$ cat config.mk
export PLATFORM = sky130hd
export DESIGN_NAME = cpu_control_unit_flat
export DESIGN_NICKNAME = d
export VERILOG_FILES = /design/src/rtl/cpu_control_unit_if.sv /design/src/rtl/cpu_control_unit.sv /design/src/flat_wrapper.sv
export SDC_FILE = /design/constraint.sdc
export NUM_CORES = 1
export LEC_CHECK = 0
export ABC_AREA = 1
export BUFFER_PORTS_ARGS = -buffer_cell sky130_fd_sc_hd__buf_2
export CORE_MARGIN = 2
export CORE_UTILIZATION = 40
export DETAILED_ROUTE_END_ITERATION = 10
export GPL_TIMING_DRIVEN = 0
export PLACE_DENSITY_LB_ADDON = 0.25
export SLEW_MARGIN = 20
export SYNTH_ARGS = -nofsm -noshare
export SYNTH_HDL_FRONTEND = slang
export SYNTH_SLANG_ARGS = --single-unit
$ cat constraint.sdc
create_clock -name clk -period 4 [get_ports clk]
set_clock_uncertainty 0.2 [all_clocks]
set_input_delay 0.8 -clock clk [delete_from_list [all_inputs] [get_ports clk]]
set_output_delay 0.8 -clock clk [all_outputs]
set_load 0.02 [all_outputs]
$ cat src/rtl/cpu_control_unit_if.sv
// Bus between the instruction sequencer, its program ROM and the ALU/accumulator datapath.
// The sequencer side uses the master modport; ROM and datapath together use the slave modport.
interface cpu_control_unit_if #(
    parameter int ADDR_W = 8
);
    logic [ADDR_W-1:0] rom_addr;
    logic [7:0]        rom_data;
    logic              cy;
    logic              zf;
    logic [2:0]        alu_op;
    logic              ce_cy;
    logic              a_we;
    logic              rf_we;
    logic [2:0]        rf_sel;
    logic              imm_sel;
    logic [7:0]        imm;
    logic              halted;

    modport master (
        output rom_addr, alu_op, ce_cy, a_we, rf_we, rf_sel, imm_sel, imm, halted,
        input  rom_data, cy, zf
    );

    modport slave (
        input  rom_addr, alu_op, ce_cy, a_we, rf_we, rf_sel, imm_sel, imm, halted,
        output rom_data, cy, zf
    );
endinterface

$ cat src/rtl/cpu_control_unit.sv
// Instruction sequencer for the 8-bit ALU/accumulator datapath.
// Optional feature macro CALL_RET_EN adds a one-entry return register for CALL/RET.
module cpu_control_unit #(
    parameter int              ADDR_W   = 8,
    parameter logic [ADDR_W-1:0] RESET_PC = '0
) (
    input logic               clk,
    input logic               rst,
    cpu_control_unit_if.master bus
);

    typedef enum logic [2:0] {
        S_FETCH,
        S_DECODE,
        S_IMM_WAIT,
        S_IMM,
        S_EXEC,
        S_HALT
    } state_t;

    state_t            state_q, state_d;
    logic [ADDR_W-1:0] pc_q, pc_d;
    logic [7:0]        ir_q, ir_d;
    logic [7:0]        imm_q, imm_d;
`ifdef CALL_RET_EN
    logic [ADDR_W-1:0] ret_q, ret_d;
`endif

    logic [2:0] alu_op_c;
    logic       ce_cy_c;
    logic       a_we_c;
    logic       rf_we_c;
    logic [2:0] rf_sel_c;
    logic       imm_sel_c;

    logic [2:0] ir_f;
    logic [1:0] ir_cls;
    logic [2:0] ir_n;

    assign ir_f   = ir_q[7:5];
    assign ir_cls = ir_q[4:3];
    assign ir_n   = ir_q[2:0];

    // Opcodes followed by an operand byte: LDI, the four jumps, and CALL when enabled.
    function automatic logic is_two_byte(input logic [7:0] op);
        logic two;
        two = 1'b0;
        if (op[4:3] == 2'b01 && op[7:5] == 3'b001) two = 1'b1;
        if (op[4:3] == 2'b11 && op[7] == 1'b0)     two = 1'b1;
`ifdef CALL_RET_EN
        if (op[4:3] == 2'b11 && op[7:5] == 3'b101) two = 1'b1;
`endif
        return two;
    endfunction

    function automatic logic is_halt(input logic [7:0] op);
        return (op[4:3] == 2'b11) && (op[7:5] == 3'b111);
    endfunction

    always_ff @(posedge clk or posedge rst) begin
        if (rst) begin
            state_q <= S_FETCH;
            pc_q    <= RESET_PC;
            ir_q    <= 8'h00;
            imm_q   <= 8'h00;
`ifdef CALL_RET_EN
            ret_q   <= '0;
`endif
        end else begin
            state_q <= state_d;
            pc_q    <= pc_d;
            ir_q    <= ir_d;
            imm_q   <= imm_d;
`ifdef CALL_RET_EN
            ret_q   <= ret_d;
`endif
        end
    end

    always_comb begin
        state_d   = state_q;
        pc_d      = pc_q;
        ir_d      = ir_q;
        imm_d     = imm_q;
`ifdef CALL_RET_EN
        ret_d     = ret_q;
`endif
        alu_op_c  = 3'b110;
        ce_cy_c   = 1'b0;
        a_we_c    = 1'b0;
        rf_we_c   = 1'b0;
        rf_sel_c  = 3'b000;
        imm_sel_c = 1'b0;

        case (state_q)
            S_FETCH: begin
                state_d = S_DECODE;
            end
            // ir is not loaded yet, so the branch is taken on the raw ROM byte.
            S_DECODE: begin
                ir_d = bus.rom_data;
                pc_d = pc_q + ADDR_W'(1);
                if (is_halt(bus.rom_data))
                    state_d = S_HALT;
                else if (is_two_byte(bus.rom_data))
                    state_d = S_IMM_WAIT;
                else
                    state_d = S_EXEC;
            end
            S_IMM_WAIT: begin
                state_d = S_IMM;
            end
            S_IMM: begin
                imm_d   = bus.rom_data;
                pc_d    = pc_q + ADDR_W'(1);
                state_d = S_EXEC;
            end
            S_EXEC: begin
                state_d = S_FETCH;
                case (ir_cls)
                    2'b00: begin
                        alu_op_c = ir_f;
                        rf_sel_c = ir_n;
                        a_we_c   = 1'b1;
                        ce_cy_c  = 1'b1;
                    end
                    2'b01: begin
                        if (ir_f == 3'b000) begin
                            rf_we_c  = 1'b1;
                            rf_sel_c = ir_n;
                        end else if (ir_f == 3'b001) begin
                            imm_sel_c = 1'b1;
                            a_we_c    = 1'b1;
                        end
                    end
                    2'b11: begin
                        case (ir_f)
                            3'b000: pc_d = imm_q[ADDR_W-1:0];
                            3'b001: if (bus.cy)  pc_d = imm_q[ADDR_W-1:0];
                            3'b010: if (!bus.cy) pc_d = imm_q[ADDR_W-1:0];
                            3'b011: if (bus.zf)  pc_d = imm_q[ADDR_W-1:0];
`ifdef CALL_RET_EN
                            3'b101: begin
                                ret_d = pc_q;
                                pc_d  = imm_q[ADDR_W-1:0];
                            end
                            3'b110: pc_d = ret_q;
`endif
                            default: ;
                        endcase
                    end
                    default: ;
                endcase
            end
            S_HALT: begin
                state_d = S_HALT;
            end
            default: begin
                state_d = S_FETCH;
            end
        endcase
    end

    assign bus.rom_addr = pc_q;
    assign bus.alu_op   = alu_op_c;
    assign bus.ce_cy    = ce_cy_c;
    assign bus.a_we     = a_we_c;
    assign bus.rf_we    = rf_we_c;
    assign bus.rf_sel   = rf_sel_c;
    assign bus.imm_sel  = imm_sel_c;
    assign bus.imm      = imm_q;
    assign bus.halted   = (state_q == S_HALT);

endmodule
$ cat src/flat_wrapper.sv
// flat-port wrapper written by rule: the top's interface ports become plain ports
module cpu_control_unit_flat 
#(
    parameter int              ADDR_W   = 8,
    parameter logic [ADDR_W-1:0] RESET_PC = '0
)
  (clk, rst, bus_rom_addr, bus_alu_op, bus_ce_cy, bus_a_we, bus_rf_we, bus_rf_sel, bus_imm_sel, bus_imm, bus_halted, bus_rom_data, bus_cy, bus_zf);
  cpu_control_unit_if #(.ADDR_W(ADDR_W)) bus_i ();
  input logic clk;
  input logic rst;
  output wire logic [$bits(bus_i.rom_addr)-1:0] bus_rom_addr;
  output wire logic [$bits(bus_i.alu_op)-1:0] bus_alu_op;
  output wire logic [$bits(bus_i.ce_cy)-1:0] bus_ce_cy;
  output wire logic [$bits(bus_i.a_we)-1:0] bus_a_we;
  output wire logic [$bits(bus_i.rf_we)-1:0] bus_rf_we;
  output wire logic [$bits(bus_i.rf_sel)-1:0] bus_rf_sel;
  output wire logic [$bits(bus_i.imm_sel)-1:0] bus_imm_sel;
  output wire logic [$bits(bus_i.imm)-1:0] bus_imm;
  output wire logic [$bits(bus_i.halted)-1:0] bus_halted;
  input wire logic [$bits(bus_i.rom_data)-1:0] bus_rom_data;
  input wire logic [$bits(bus_i.cy)-1:0] bus_cy;
  input wire logic [$bits(bus_i.zf)-1:0] bus_zf;
  assign bus_rom_addr = bus_i.rom_addr;
  assign bus_alu_op = bus_i.alu_op;
  assign bus_ce_cy = bus_i.ce_cy;
  assign bus_a_we = bus_i.a_we;
  assign bus_rf_we = bus_i.rf_we;
  assign bus_rf_sel = bus_i.rf_sel;
  assign bus_imm_sel = bus_i.imm_sel;
  assign bus_imm = bus_i.imm;
  assign bus_halted = bus_i.halted;
  assign bus_i.rom_data = bus_rom_data;
  assign bus_i.cy = bus_cy;
  assign bus_i.zf = bus_zf;
  cpu_control_unit #(.ADDR_W(ADDR_W), .RESET_PC(RESET_PC)) u_core (.clk(clk), .rst(rst), .bus(bus_i));
endmodule
* After elaboration in Yosys (flattened, before gate mapping)
Index checks and enable logic that the tools add are counted.
Storage, ports and cells: register bits 27, input bits 12, output and inout bits 27
Operators by class: add/subtract/negate cells 1, eq/ne operators 19, mux-type cells 29, bitwise logic cells 1, reductions and logical operators 9
Operator list (number):
- 8-bit two-way mux | 4
- 8-bit one-hot mux with 4 select lines | 1
- 3-bit two-way mux | 6
- 8-bit one-hot mux with 2 select lines | 1
- 3-bit one-hot mux with 5 select lines | 1
- 1-bit two-way mux | 14
- 3-bit by 2-bit equality test with 1-bit output (second input constant) | 4
- 3-bit by 1-bit equality test with 1-bit output (second input constant) | 3
- 3-bit equality test (second input constant) | 3
- 3-bit != test (second input constant) | 3
- 8-bit by 1-bit adder with 8-bit output (second input constant) | 1
- 3-bit logical NOT | 2
- 3-bit one-hot mux with 2 select lines | 1
- 6-bit AND reduction | 1
- 5-bit by 2-bit != test with 1-bit output (second input constant) | 1
- 2-bit by 1-bit equality test with 1-bit output (second input constant) | 2
- 2-bit equality test (second input constant) | 2
- 1-bit logical AND | 3
- 2-bit logical NOT | 1
- 2-bit by 1-bit != test with 1-bit output (second input constant) | 1
- 1-bit one-hot mux with 2 select lines | 1
- 2-bit nonzero test | 1
- 2-bit OR reduction | 1
- 1-bit NOT | 1

* Depth between registers and ports, before layout
Gate-level depths: netlist of the first run.
depth after elaboration 9, depth in mapped cells 7, mapped depth without buffers 7

* Least setup slack after synthesis of the first run
Ideal clock, no wire load.
path kind reg-to-output, start point reg u_core.state_q[0], end point out bus_alu_op[1], arrival time 1.450 ns, data required time 3.000 ns, path slack 1.550 ns, cell stages (with the launch flop) 7, cell sequence dfrtp_1 -> nor2_1 -> nand2_1 -> inv_1 -> nand2_2 -> nor2_1 -> nand2_1
On the way: longest elaborated chain between the ends 2
RTL lines:
- start: declaration | RTL line cpu_control_unit.sv:21 | state_t state_q, state_d;
- start signal: assignment | RTL line cpu_control_unit.sv:70 | state_q <= state_d;
- 3-bit equality test | RTL line cpu_control_unit.sv:95 | case (state_q)
- 3-bit two-way mux | RTL line cpu_control_unit.sv:95
- end: declaration | RTL line flat_wrapper.sv:12 | output wire logic [$bits(bus_i.alu_op)-1:0] bus_alu_op;
No other way between the ends.

* Final worst setup path of the first run
start point reg u_core.state_q[0], end point out bus_rf_sel[1]
On the way: longest elaborated chain between the ends 2
RTL lines:
- 3-bit equality test | RTL line cpu_control_unit.sv:95
- 3-bit two-way mux | RTL line cpu_control_unit.sv:95
- end: declaration | RTL line flat_wrapper.sv:16 | output wire logic [$bits(bus_i.rf_sel)-1:0] bus_rf_sel;
No other way between the ends.

==> impl_results.md, run 1 <==
* Status: completed
* Seq pwr share at 0.394
* Setup bufs post-CTS at 0
* DP Wirelength at 2510 um
* Top-count cell post-synth: nand2_1
* Startpoint class of the critical path: register
* Netlist cell types at 20
* Rel. slew slack at 0.632
* R2R setup slack at 2380 ps
* Via count at 1403
* Die W at 63.8 um
* Remaining DRCs at 0
* Syn_area_per_cell at 7.46 um2
* Share of layout cells above drive strength 1 at 0.226
* Unrepaired setup endpoints after global routing: false
* Min Tclk post-route at 2820 ps
* Worst Max-Slew Pin Slew at 551 ps
* Sw Pwr at 0.000691 W
* Die area at 4080 um2
* Multi-input gate area at 659 um2
* Main flop type after synthesis: dfrtp_1
* Vias in the first global route at 1299
* VDD IR max at 350 uV
* Fmax at 354 MHz
* # diodes at 0
* Number of max-cap violations at 0
* Routed WL per cell at 12.0 um
* Initial Utilization at 0.423
* Clock transition at path regs at 150 ps
* Ports at 39
* Placer Congestion at 0.789
* P&R area growth vs syn at 19.1%
* Warnings, synthesis at 0
* Critical path peak fanout at 8
* First-pass DRT Iterations at 4
* Syn nets at 205
* PostCTS Resize Cnt at 0
* Port buffer count at 38
* Power per cell area at 812 nW/um2
* Final #Nets at 248
* Final Hold Fails at 0
* Gr usage total at 0.188
* CP endpoint kind: output port
* Clock tree buffer depth at 2
* Most frequent cells after synthesis: 62 x nand2_1, 27 x dfrtp_1, 26 x nand3_1, 22 x inv_1, 21 x o21ai_0
* Setup_tns at 0 ps
* Clock share of power at 0.087
* Sw frac at 0.498
* Int Pwr at 0.000695 W
* Yosys top cell area share at 0.472
* Routed wire length at 3370 um
* Leakage power at 0.911 nW
* Num rows at 21
* Hold Crit Class: primary input to asynchronous set/reset pin
* Chip Height at 63.8 um
* Initial DRC count at 94
* Synth area leader: dfrtp_1
* WP data required at 3000 ps
* Vias/cell at 5.01
* Fraction of registers with async set/reset at 1.00
* Post-synthesis register bit count at 27
* Synth Cell Area at 1430 um2
* Fin. max-slew vios at 0
* Final core utilization at 0.504
* First-pass GRT wire length at 6120 um
* H-tree depth at 1
* Register Area at 676 um2
* Number of flops mapped to enable cells by yosys at 0
* Combinational share of power at 0.519
* CTS Hold Bufs at 0
* Core Footprint at 3390 um2
* Arrival time worst endpoint at 1820 ps
* Fill cells at 348
* Worst skew pair latency at 330 ps
* CTS tree: yes
* DRT antenna net count at 0
* Post-synthesis sequential area ratio at 0.472
* Total Power at 0.00139 W
* Initial antenna violation count at 0
* Final setup vio count at 0
* Clk root buf: clkbuf_4
* Total gr overflow at 0
* Cts bufs inserted at 3
* Setup CP Type: register to output port
* Syn Inst Count at 192
* Final Cycle Share at 0.706
* Synth area leaders: dfrtp_1 47%, nand2_1 16%, nand3_1 9.1%, o21ai_0 7.3%, inv_1 5.8%
* Clk sink count at 27
* Largest net degree at the start of global routing at 28
kinds of logic (layout without fill, tap and decap cells):
kind of cell / Yosys count / count (layout) / synth area share
simple gates: 113 / 113 / 0.352
compound gates: 24 / 24 / 0.0873
xor+xnor: 2 / 2 / 0.0122
buf+inv: 25 / 67 / 0.0681
flops: 27 / 27 / 0.472
fa+ha+maj: 1 / 1 / 0.00873
per-stage QoR:
stage	hold WS, ps	setup WS (ps)	std cells	cell area (um2)
floorplan	245	1550	192	1430
global placement	264	1530	276	1680
detailed placement	274	1570	276	1680
CTS	305	1190	280	1710
global route	340	999	280	1710
finish	294	1180	280	1710
flip-flops by register name (all words and copies together) (netlist names):
register / cells
u_core.bus.imm: 8
u_core.bus.rom_addr: 8
u_core.ir_q: 8
u_core.state_q: 3
worst paths after layout:
| kind | from | endpoint | cells past startpoint |
|---|---|---|---|
| max in group asynchronous | rst | u_core.state_q[0] | 2 |
| hold / removal | rst | u_core.bus.imm[2] | 2 |
| setup reg to reg | u_core.state_q[0] | u_core.bus.rom_addr[7] | 7 |
| hold reg to reg | u_core.ir_q[1] | u_core.ir_q[1] | 2 |
| min in group clk | u_core.ir_q[1] | u_core.ir_q[1] | 2 |
| setup / recovery | u_core.state_q[0] | bus_rf_sel[1] | 6 |
power by group through the flow:
stage / Sequential (W) / Clock [W] / Combinational [W]
after detailed placement: 0.000551 / 0 / 0.000723
after floorplan: 0.000616 / 0 / 0.000431
after CTS: 0.000545 / 0.000120 / 0.000725
after global routing: 0.000573 / 0.000134 / 0.000831
final: 0.000546 / 0.000120 / 0.000720
after global placement: 0.000548 / 0 / 0.000714
placed cells by master (no fill, tap or decap), types with 2 or more instances in the layout:
cell type	count
xnor2_1	2
buf_2	41
clkbuf_4	3
nor3b_1	3
nor2_1	9
or2_2	3
nor3_1	4
nand2_1	62
nand2_2	2
nand3_1	26
dfrtp_1	27
o21ai_0	21
inv_1	21
critical path: stages, from the launching register on:
cell and delay [ps]:
dfrtp_1 460, nor2_1 120, nand2_1 120, inv_1 270, nand2_2 140, nor3b_1 210, buf_2 190
routing by layer:
| metal | vias to the layer above | global-route usage | wire length, um |
|---|---|---|---|
| li1 | 703 | - | - |
| met1 | 662 | 0.277 | 1690 |
| met2 | 34 | 0.297 | 1520 |
| met3 | 4 | 0.0246 | 140 |
| met4 | 0 | 0.0326 | 21 |
| met5 | - | 0 | 0 |
area by class of cell:
type	instances	area share
Inverter	22	0.0484
Timing Repair Buffer	38	0.111
Buffer	3	0.00880
Tap cell	46	0.0337
Clock buffer	4	0.0154
Sequential cell	27	0.396
Multi-Input combinational cell	140	0.386
No activity file was read; power rests on OpenSTA's default activity.
==> run 2: changes to the inputs <==
- clock period: 4 -> 2.52 ns (I/O delays scaled with it)
==> run 2 against run 1 <==
Effect of this change:
- the run now ends with negative hold slack left
- global-route usage did not move
- critical path depth shrank 1
- core utilization increased by 0.48 points
- cell area up 0.95%
- sequential power up 60%
- combinational power is 61% higher
- register-to-register slack lost 1500 ps
- die area did not move
- count of clock-buffer cells in the layout unchanged
- total power rose by 60%
- largest cell class unchanged
- highest routed layer unchanged
==> impl_results.md, run 2 (synthesis results as in run 1) <==
* Status: complete, but fails checks
* Violated checks: negative hold slack
* Final setup vio count at 0 (unchanged)
* Clk root buf: clkbuf_4
* Arrival time worst endpoint at 1670 ps (-150 ps)
* Routed wire length at 3380 um (+0.27%)
* VDD IR max at 554 uV (+59%)
* Initial Utilization at 0.423 (unchanged)
* Core Footprint at 3390 um2 (unchanged)
* Fin. max-slew vios at 0 (unchanged)
* Remaining DRCs at 0 (unchanged)
* Total gr overflow at 0 (unchanged)
* RR Startpoint: u_core.state_q[0]
* Cts bufs inserted at 3 (unchanged)
* Hold Crit Class: primary input to asynchronous set/reset pin
* Worst hold margin at -2.02 ps (-296 ps)
* Num rows at 21 (unchanged)
* First-pass GRT wire length at 6120 um (unchanged)
* DP Wirelength at 2510 um (unchanged)
* R2R setup slack at 880 ps (-1500 ps)
* Share of layout cells above drive strength 1 at 0.248 (+0.0214)
* Via count at 1402 (-0.071%)
* H-tree depth at 1 (unchanged)
* Power per cell area at 1290 nW/um2 (+59%)
* Clock tree buffer depth at 2 (unchanged)
* Final #Nets at 248 (unchanged)
* Final core utilization at 0.508 (+0.00480)
* Routed WL per cell at 12.1 um (+0.27%)
* Pre-CTS setup slack at 382 ps (-1180 ps)
* Placer Congestion at 0.789 (unchanged)
* WP data required at 1820 ps (-1180 ps)
* Finished Layout Cells at 280 (unchanged)
* CTS tree: yes
* Port buffer count at 38 (unchanged)
* Initial antenna violation count at 0 (unchanged)
* # diodes at 0 (unchanged)
* Number of max-cap violations at 0 (unchanged)
* Die W at 63.8 um (unchanged)
* Clk sink count at 27 (unchanged)
* Leakage power at 0.910 nW (about the same)
* Clock transition at path regs at 150 ps (about the same)
* Most frequent cells in the layout: 61 x nand2_1, 40 x buf_2, 26 x nand3_1, 26 x dfrtp_1, 21 x o21ai_0
* Chip Height at 63.8 um (unchanged)
* Initial DRC count at 94 (unchanged)
* Ports at 39 (unchanged)
* Vias/cell at 5.01 (about the same)
* Worst skew pair latency at 320 ps (about the same)
* Placed cells at 276 (unchanged)
* Vias in the first global route at 1299 (unchanged)
* Worst Max-Slew Pin Slew at 544 ps (-6.74 ps)
* Min Tclk post-route at 2370 ps
* Final Cycle Share at 0.942
* DRT antenna net count at 0 (unchanged)
* First-pass DRT Iterations at 4 (unchanged)
* Final Hold Fails at 2 (+2)
* Unrepaired setup endpoints after global routing: false
* Largest net degree at the start of global routing at 28 (unchanged)
* Setup_tns at 0 ps (unchanged)
* Setup CP Type: register to output port
* Gr usage total at 0.188 (unchanged)
* Die area at 4080 um2 (unchanged)
* Worst Slack Setup Final at 147 ps (-1030 ps)
* Fmax at 421 MHz
* Critical path peak fanout at 10 (+2)
* CTS Hold Bufs at 0 (unchanged)
* Reg2reg end: u_core.bus.rom_addr[7]
* Rel. slew slack at 0.637 (+0.00450)
* Startpoint class of the critical path: register
* CP endpoint kind: output port
* Commonest non-fill, non-tap cell in the layout: nand2_1
* R2R depth at 7 (unchanged)
* P&R area growth vs syn at 20.3%
-- run 2: cell counts in the layout (fill, tap and decap cells not counted) --
Identical to the previous run, type by type.
-- run 2: worst max-delay path by stage --
| stage | from | to | slack, ps | cells past startpoint |
|---|---|---|---|---|
| after global placement | u_core.state_q[0] | bus_rf_sel[1] | 350 | 6 |
| after global routing | u_core.state_q[0] | bus_rf_sel[0] | 50 | 5 |
| after CTS | u_core.state_q[0] | bus_rf_sel[1] | 10 | 6 |
| after floorplan | u_core.state_q[0] | bus_alu_op[1] | 370 | 6 |
| final | u_core.state_q[0] | bus_rf_sel[0] | 150 | 5 |
| after detailed placement | u_core.state_q[0] | bus_rf_sel[1] | 380 | 6 |
-- run 2: worst max-delay path, cell delays in order (launching register included) --
cell and delay (ps):
dfrtp_2 470, nor2_1 130, nand2_2 110, buf_4 190
nor3b_1 230, buf_2 200
-- run 2: stage by stage --
stage | total power, W | instance area (um2)
after floorplan | 0.00166 | 1430
after global placement | 0.00200 | 1680
after detailed placement | 0.00202 | 1680
after CTS | 0.00220 | 1710
after global routing | 0.00247 | 1720
final | 0.00222 | 1720
-- run 2: routing by layer --
layer	share of wire	up-vias	track usage
met4	0.0041	0	0.0326
met2	0.46	36	0.297
met5	0	-	0
li1	-	705	-
met3	0.051	2	0.0246
met1	0.49	659	0.277
-- run 2: report_power, final --
group	switching, W	total [W]	internal, W
sequential	0.000229	0.000875	0.000646
combinational	0.000751	0.00116	0.000409
clock	0.000128	0.000190	0.0000620
-- run 2: layout make-up --
| type | count | area (um2) |
|---|---|---|
| fillers | 347 | 1670 |
| clock buffers | 4 | 26.3 |
| plain buffers | 3 | 17.5 |
| repair buffers | 38 | 190 |
| inverters | 22 | 85.1 |
| flip-flops and latches | 27 | 677 |
| multi-input cells | 140 | 669 |
| well taps | 46 | 57.6 |
-- run 2: timing repair --
item / CTS / global route
setup endpoints to repair: 0 / 9
buffers inserted: 0 / 0
gates resized for setup: 0 / 8
